**src/rtl/keypad_debounce_encoder.sv**
```systemverilog
// Keypad front end: two-flop synchronizer, stability debouncer,
// press-event FSM and lowest-index encoder with a valid/ready output.
module keypad_debounce_encoder #(
  parameter int NUM_KEYS        = 12,
  parameter int CODE_W          = 4,
  parameter int DEBOUNCE_CYCLES = 4
) (
  input  logic                clk,
  input  logic                rst,
  input  logic [NUM_KEYS-1:0] key,
  input  logic                ready,
  output logic [CODE_W-1:0]   code,
  output logic                valid,
  output logic                multi,
  output logic                overrun
);

  typedef enum logic {
    IDLE,
    WAIT_REL
  } state_e;

  localparam logic [7:0] CNT_MAX  = 8'(DEBOUNCE_CYCLES);
  localparam logic [7:0] CNT_LOAD = 8'(DEBOUNCE_CYCLES - 1);

  logic [NUM_KEYS-1:0] sync1_q;
  logic [NUM_KEYS-1:0] key_sync_q;
  logic [7:0]          cnt_q, cnt_d;
  logic [NUM_KEYS-1:0] stable_keys_q, stable_keys_d;
  state_e              state_q, state_d;
  logic [CODE_W-1:0]   code_q, code_d;
  logic                valid_q, valid_d;
  logic                multi_q, multi_d;
  logic                overrun_q, overrun_d;

  logic                chg;
  logic                load;
  logic                evt;
  logic [4:0]          pop;
  logic [CODE_W-1:0]   enc;

  // chg flags the edge on which key_sync takes a new value
  always_comb begin
    chg   = (sync1_q != key_sync_q);
    load  = 1'b0;
    cnt_d = cnt_q;
    if (chg) begin
      cnt_d = '0;
    end else begin
      load  = (cnt_q == CNT_LOAD);
      if (cnt_q != CNT_MAX) begin
        cnt_d = cnt_q + 8'd1;
      end
    end
    stable_keys_d = load ? key_sync_q : stable_keys_q;
  end

  always_comb begin
    pop = '0;
    enc = '0;
    for (int i = 0; i < NUM_KEYS; i++) begin
      pop = pop + 5'(stable_keys_q[i]);
    end
    for (int i = NUM_KEYS - 1; i >= 0; i--) begin
      if (stable_keys_q[i]) begin
        enc = CODE_W'(i);
      end
    end
    multi_d = (pop > 5'd1);
  end

  always_comb begin
    state_d = state_q;
    evt     = 1'b0;
    unique case (state_q)
      IDLE: begin
        if (|stable_keys_q) begin
          evt     = 1'b1;
          state_d = WAIT_REL;
        end
      end
      WAIT_REL: begin
        if (~|stable_keys_q) begin
          state_d = IDLE;
        end
      end
    endcase
  end

  always_comb begin
    code_d    = code_q;
    valid_d   = valid_q;
    overrun_d = overrun_q;
    if (evt) begin
      if (!valid_q || ready) begin
        code_d  = enc;
        valid_d = 1'b1;
      end else begin
        overrun_d = 1'b1;
      end
    end else if (valid_q && ready) begin
      valid_d = 1'b0;
    end
  end

  always_ff @(posedge clk) begin
    if (rst) begin
      sync1_q       <= '0;
      key_sync_q    <= '0;
      cnt_q         <= '0;
      stable_keys_q <= '0;
      state_q       <= IDLE;
      code_q        <= '0;
      valid_q       <= 1'b0;
      multi_q       <= 1'b0;
      overrun_q     <= 1'b0;
    end else begin
      sync1_q       <= key;
      key_sync_q    <= sync1_q;
      cnt_q         <= cnt_d;
      stable_keys_q <= stable_keys_d;
      state_q       <= state_d;
      code_q        <= code_d;
      valid_q       <= valid_d;
      multi_q       <= multi_d;
      overrun_q     <= overrun_d;
    end
  end

  assign code    = code_q;
  assign valid   = valid_q;
  assign multi   = multi_q;
  assign overrun = overrun_q;

endmodule

```
**config.mk**
```make
export PLATFORM = sky130hd
export DESIGN_NAME = keypad_debounce_encoder
export DESIGN_NICKNAME = d
export VERILOG_FILES = /design/src/rtl/keypad_debounce_encoder.sv
export SDC_FILE = /design/constraint.sdc
export NUM_CORES = 1
export LEC_CHECK = 0
export ABC_AREA = 1
export BUFFER_PORTS_ARGS = -buffer_cell sky130_fd_sc_hd__buf_2
export CORE_ASPECT_RATIO = 0.5
export CORE_UTILIZATION = 50
export CTS_BUF_LIST = sky130_fd_sc_hd__clkbuf_8
export DETAILED_ROUTE_END_ITERATION = 10
export PLACE_DENSITY = 0.66
export SLEW_MARGIN = 20
export SYNTH_ARGS = -nofsm -noshare
export SYNTH_HDL_FRONTEND = slang
export SYNTH_SLANG_ARGS = --single-unit
```
**constraint.sdc**
```tcl
create_clock -name clk -period 4.6 [get_ports clk]
set_input_delay 0.69 -clock clk [delete_from_list [all_inputs] [get_ports clk]]
set_output_delay 0.69 -clock clk [all_outputs]
set_load 0.01 [all_outputs]
```
==> PnR_summary.wiki <==
{| class="wikitable"
! Metric !! Value
|-
| Outcome || finished clean
|-
| Net count, final || 357
|-
| Maximum clock path buffer count || 2
|-
| R2r setup slk || 1.08 ns
|-
| Hold worst-path end || key_sync_q[7]
|-
| Endpoint type of the worst setup path || flop
|-
| Slew Limit Fails || 0
|-
| Remaining design rule violation count || 0
|-
| Final worst path period share || 0.765
|-
| Congestion Overflow GR || 0
|-
| Pwr dens || 297 nW/µm²
|-
| Sequential share of the synthesized area || 0.445
|-
| Clock skew || 0.00576 ns
|-
| Vias || 1753
|-
| IR drop worst, VDD || 0.171 mV
|-
| Post-placement setup slack || 1.09 ns
|-
| Asr flop ratio synth || 0
|-
| Overall routing resource usage || 0.188
|-
| Synth top area cells || sky130_fd_sc_hd__dfxtp_1, sky130_fd_sc_hd__nor2_1, sky130_fd_sc_hd__nand2_1, sky130_fd_sc_hd__inv_1, sky130_fd_sc_hd__fa_1
|-
| 1st-pass router iterations || 4
|-
| Initial core utilization || 0.526
|-
| H-tree level count || 2
|-
| Vias in the first global route || 1542
|-
| Die extent in y || 50.3 µm
|-
| R2r startpoint || stable_keys_q[0]
|-
| Top FF cell, synth || sky130_fd_sc_hd__dfxtp_1
|-
| Setup Fix Bufs, Post-CTS || 0
|-
| Post-layout util || 0.578
|-
| Number of antenna diodes || 0
|-
| Endpoint of the most critical register-to-register path || multi
|-
| Crit path kind || reg2reg
|-
| Final Critical Period || 3.52 ns
|-
| Global-route wire length before repair || 7140 µm
|-
| Data required time of the critical path || 4.78 ns
|-
| Row cnt || 17
|-
| Port bufs || 21
|-
| Number of gates resized after CTS || 0
|-
| Setup crit start kind || flop
|-
| Post-Synthesis Cell Area || 2340 µm²
|-
| Number of max-cap violations || 0
|-
| Hold-fix buffer count after cts || 0
|-
| Clock Root Buffer || sky130_fd_sc_hd__clkbuf_8
|-
| Number of antenna violations at the first check in global routing || 0
|-
| Die outline area || 4970 µm²
|-
| Count of pins on the block boundary || 22
|-
| Depth of the most critical reg-to-reg path || 10
|-
| Area share of the largest cell type after synthesis || 0.445
|-
| Setup tns final || 0 ns
|-
| Share of layout cells above drive strength 1 || 0.106
|-
| Number of sinks handled by clock tree synthesis || 52
|-
| Worst min-delay path class || reg2reg
|-
| Largest fanout of any net on the critical path || 4
|-
| Horizontal extent of the die || 98.7 µm
|-
| Transition at the pin with the smallest max-transition slack || 0.548 ns
|-
| Area grow syn2layout || 10.0%
|-
| Number of buffers added by the clock tree synthesis step || 5
|-
| Slew margin rel. || 0.634
|-
| Clock-pin slew on the worst setup and hold paths || 0.10 ns
|-
| Post-Synthesis Net Count || 335
|-
| CTS tree || built
|-
| Largest net degree at the start of global routing || 32
|-
| Post-route worst hold slack || 0.435 ns
|-
| Number of flip-flops and latches in the synthesized netlist || 52
|-
| Syn_area_per_cell || 7.64 µm²
|-
| DR vias/cell || 4.54
|-
| Worst Hold Path Cells || 2
|-
| Overall power || 0.000764 W
|-
| HPWL after detailed placement || 3050 µm
|-
| RSZ-0062 raised after global routing || no
|-
| Core region area || 4450 µm²
|-
| Cells after synthesis || 306
|-
| FMAX || 0.284 GHz
|-
| Total routed wirelength || 4020 µm
|-
| Clk_lat worst skew || 0.31 ns
|-
| Count of synthesis-stage warnings from yosys || 0
|-
| Post-synth EDFFs || 0
|-
| Worst hold start || sync1_q[7]
|-
| Arr. time, crit path || 3.70 ns
|-
| Hold violation total from the final report || 0
|-
| Cell taking the most area after synthesis || sky130_fd_sc_hd__dfxtp_1
|-
| Remaining number of nets flagged by the antenna check after routing || 0
|-
| Routed wire length per instance || 10.4 µm
|-
| DRT iter0 DRCs || 88
|-
| Final setup violating endpoints || 0
|-
| Last weighted congestion value of the routability-driven placer || 0.876
|-
| Setup WS post-layout || 1.08 ns
|-
| Synth unique cells || 26
|-
| Leakage power || 1.32 nW
|}
flip-flops by register name, indices dropped and copies added (netlist names):
register       flops
sync1_q           12
state_q            1
valid              1
stable_keys_q     12
key_sync_q        12
code               4
multi              1
cnt_q              8
overrun            1
cell usage after synthesis, types with 2 or more instances:
cell type                  count
sky130_fd_sc_hd__nor3_1        3
sky130_fd_sc_hd__ha_1          7
sky130_fd_sc_hd__xnor2_1       3
sky130_fd_sc_hd__inv_1        57
sky130_fd_sc_hd__a21oi_1       9
sky130_fd_sc_hd__nand2_1      59
sky130_fd_sc_hd__fa_1          7
sky130_fd_sc_hd__dfxtp_1      52
sky130_fd_sc_hd__buf_2         2
sky130_fd_sc_hd__or2_1         2
sky130_fd_sc_hd__clkbuf_1      3
sky130_fd_sc_hd__xor2_1        9
sky130_fd_sc_hd__nand3_1      10
sky130_fd_sc_hd__nand4_1       4
sky130_fd_sc_hd__o21ai_0       3
sky130_fd_sc_hd__or2_2         3
sky130_fd_sc_hd__nor2_1       64
metrics by stage:
stage,instance area (µm²),cells
after global routing,2570,386
after global placement,2480,378
after floorplan,2340,306
final,2570,386
after detailed placement,2480,378
after CTS,2570,386
power by group:
| part | switching [W] | total, W | leakage (nW) | internal, W |
|---|---|---|---|---|
| registers | 0.00000661 | 0.000466 | 0.424 | 0.000460 |
| logic | 0.0000199 | 0.0000346 | 0.848 | 0.0000147 |
| clock network | 0.000155 | 0.000263 | 0.0445 | 0.000108 |
| total | 0.000181 | 0.000764 | 1.32 | 0.000583 |
area by class of cell:
class / count / area (µm²)
Clock buffer: 5 / 68.8
Tap cell: 57 / 71.3
Clock inverter: 3 / 21.3
Sequential cell: 52 / 1040
Fill cell: 418 / 1870
Timing Repair Buffer: 21 / 105
Multi-Input combinational cell: 191 / 1050
Inverter: 57 / 214
how the worst max path moves through the flow:
| stage | slack [ns] | end | start |
|---|---|---|---|
| after floorplan | 1.24 | multi | stable_keys_q[0] |
| after global placement | 1.19 | multi | stable_keys_q[0] |
| after detailed placement | 1.09 | multi | stable_keys_q[0] |
| after CTS | 1.07 | multi | stable_keys_q[0] |
| after global routing | 0.91 | multi | stable_keys_q[0] |
| final | 1.08 | multi | stable_keys_q[0] |
cell usage in the layout (no fill, tap or decap):
master	synthesis	final
sky130_fd_sc_hd__xnor2_1	3	3
sky130_fd_sc_hd__fa_1	7	7
sky130_fd_sc_hd__nor4_1	1	1
sky130_fd_sc_hd__a31oi_1	1	1
sky130_fd_sc_hd__nor2_1	64	64
sky130_fd_sc_hd__o21ai_0	3	3
sky130_fd_sc_hd__nor3_2	1	1
sky130_fd_sc_hd__or2_1	2	2
sky130_fd_sc_hd__dfxtp_1	52	52
sky130_fd_sc_hd__clkinv_2	0	1
sky130_fd_sc_hd__nor2_4	1	1
sky130_fd_sc_hd__ha_1	7	7
sky130_fd_sc_hd__clkbuf_8	0	5
sky130_fd_sc_hd__a21oi_1	9	9
sky130_fd_sc_hd__clkinvlp_4	0	1
sky130_fd_sc_hd__nand3b_1	1	1
sky130_fd_sc_hd__nand4_1	4	4
sky130_fd_sc_hd__o21a_1	1	1
sky130_fd_sc_hd__nand3_1	10	10
sky130_fd_sc_hd__xor2_1	9	9
sky130_fd_sc_hd__inv_6	0	1
sky130_fd_sc_hd__nand2_1	59	59
sky130_fd_sc_hd__buf_2	2	21
sky130_fd_sc_hd__a211oi_1	1	1
sky130_fd_sc_hd__nand3_4	1	1
sky130_fd_sc_hd__nor3_1	3	3
sky130_fd_sc_hd__inv_1	57	57
sky130_fd_sc_hd__or2_2	3	3
routing by layer:
metal | vias up | routed length (µm) | track usage
met5 | - | 0 | 0
met4 | 0 | 61 | 0.0672
met3 | 7 | 146 | 0.0501
met1 | 763 | 2310 | 0.287
li1 | 949 | - | -
met2 | 34 | 1500 | 0.250
worst max-delay path, stage by stage (launching register included):
cell and delay [ns]:
sky130_fd_sc_hd__dfxtp_1 0.36, sky130_fd_sc_hd__inv_1 0.10, sky130_fd_sc_hd__fa_1 0.50, sky130_fd_sc_hd__fa_1 0.53
sky130_fd_sc_hd__fa_1 0.43, sky130_fd_sc_hd__fa_1 0.49, sky130_fd_sc_hd__inv_1 0.04, sky130_fd_sc_hd__ha_1 0.20
sky130_fd_sc_hd__fa_1 0.43, sky130_fd_sc_hd__a211oi_1 0.23, sky130_fd_sc_hd__a21oi_1 0.09
kinds of logic (layout without fill, tap and decap cells):
kind of cell | count (synthesis) | count (layout) | share of synthesized area
fa+ha+maj | 14 | 14 | 0.0974
flops | 52 | 52 | 0.445
compound gates | 15 | 15 | 0.0348
xor+xnor | 12 | 12 | 0.0450
simple gates | 150 | 150 | 0.272
buf+inv | 63 | 86 | 0.105
(Power assumes the default switching activity.)
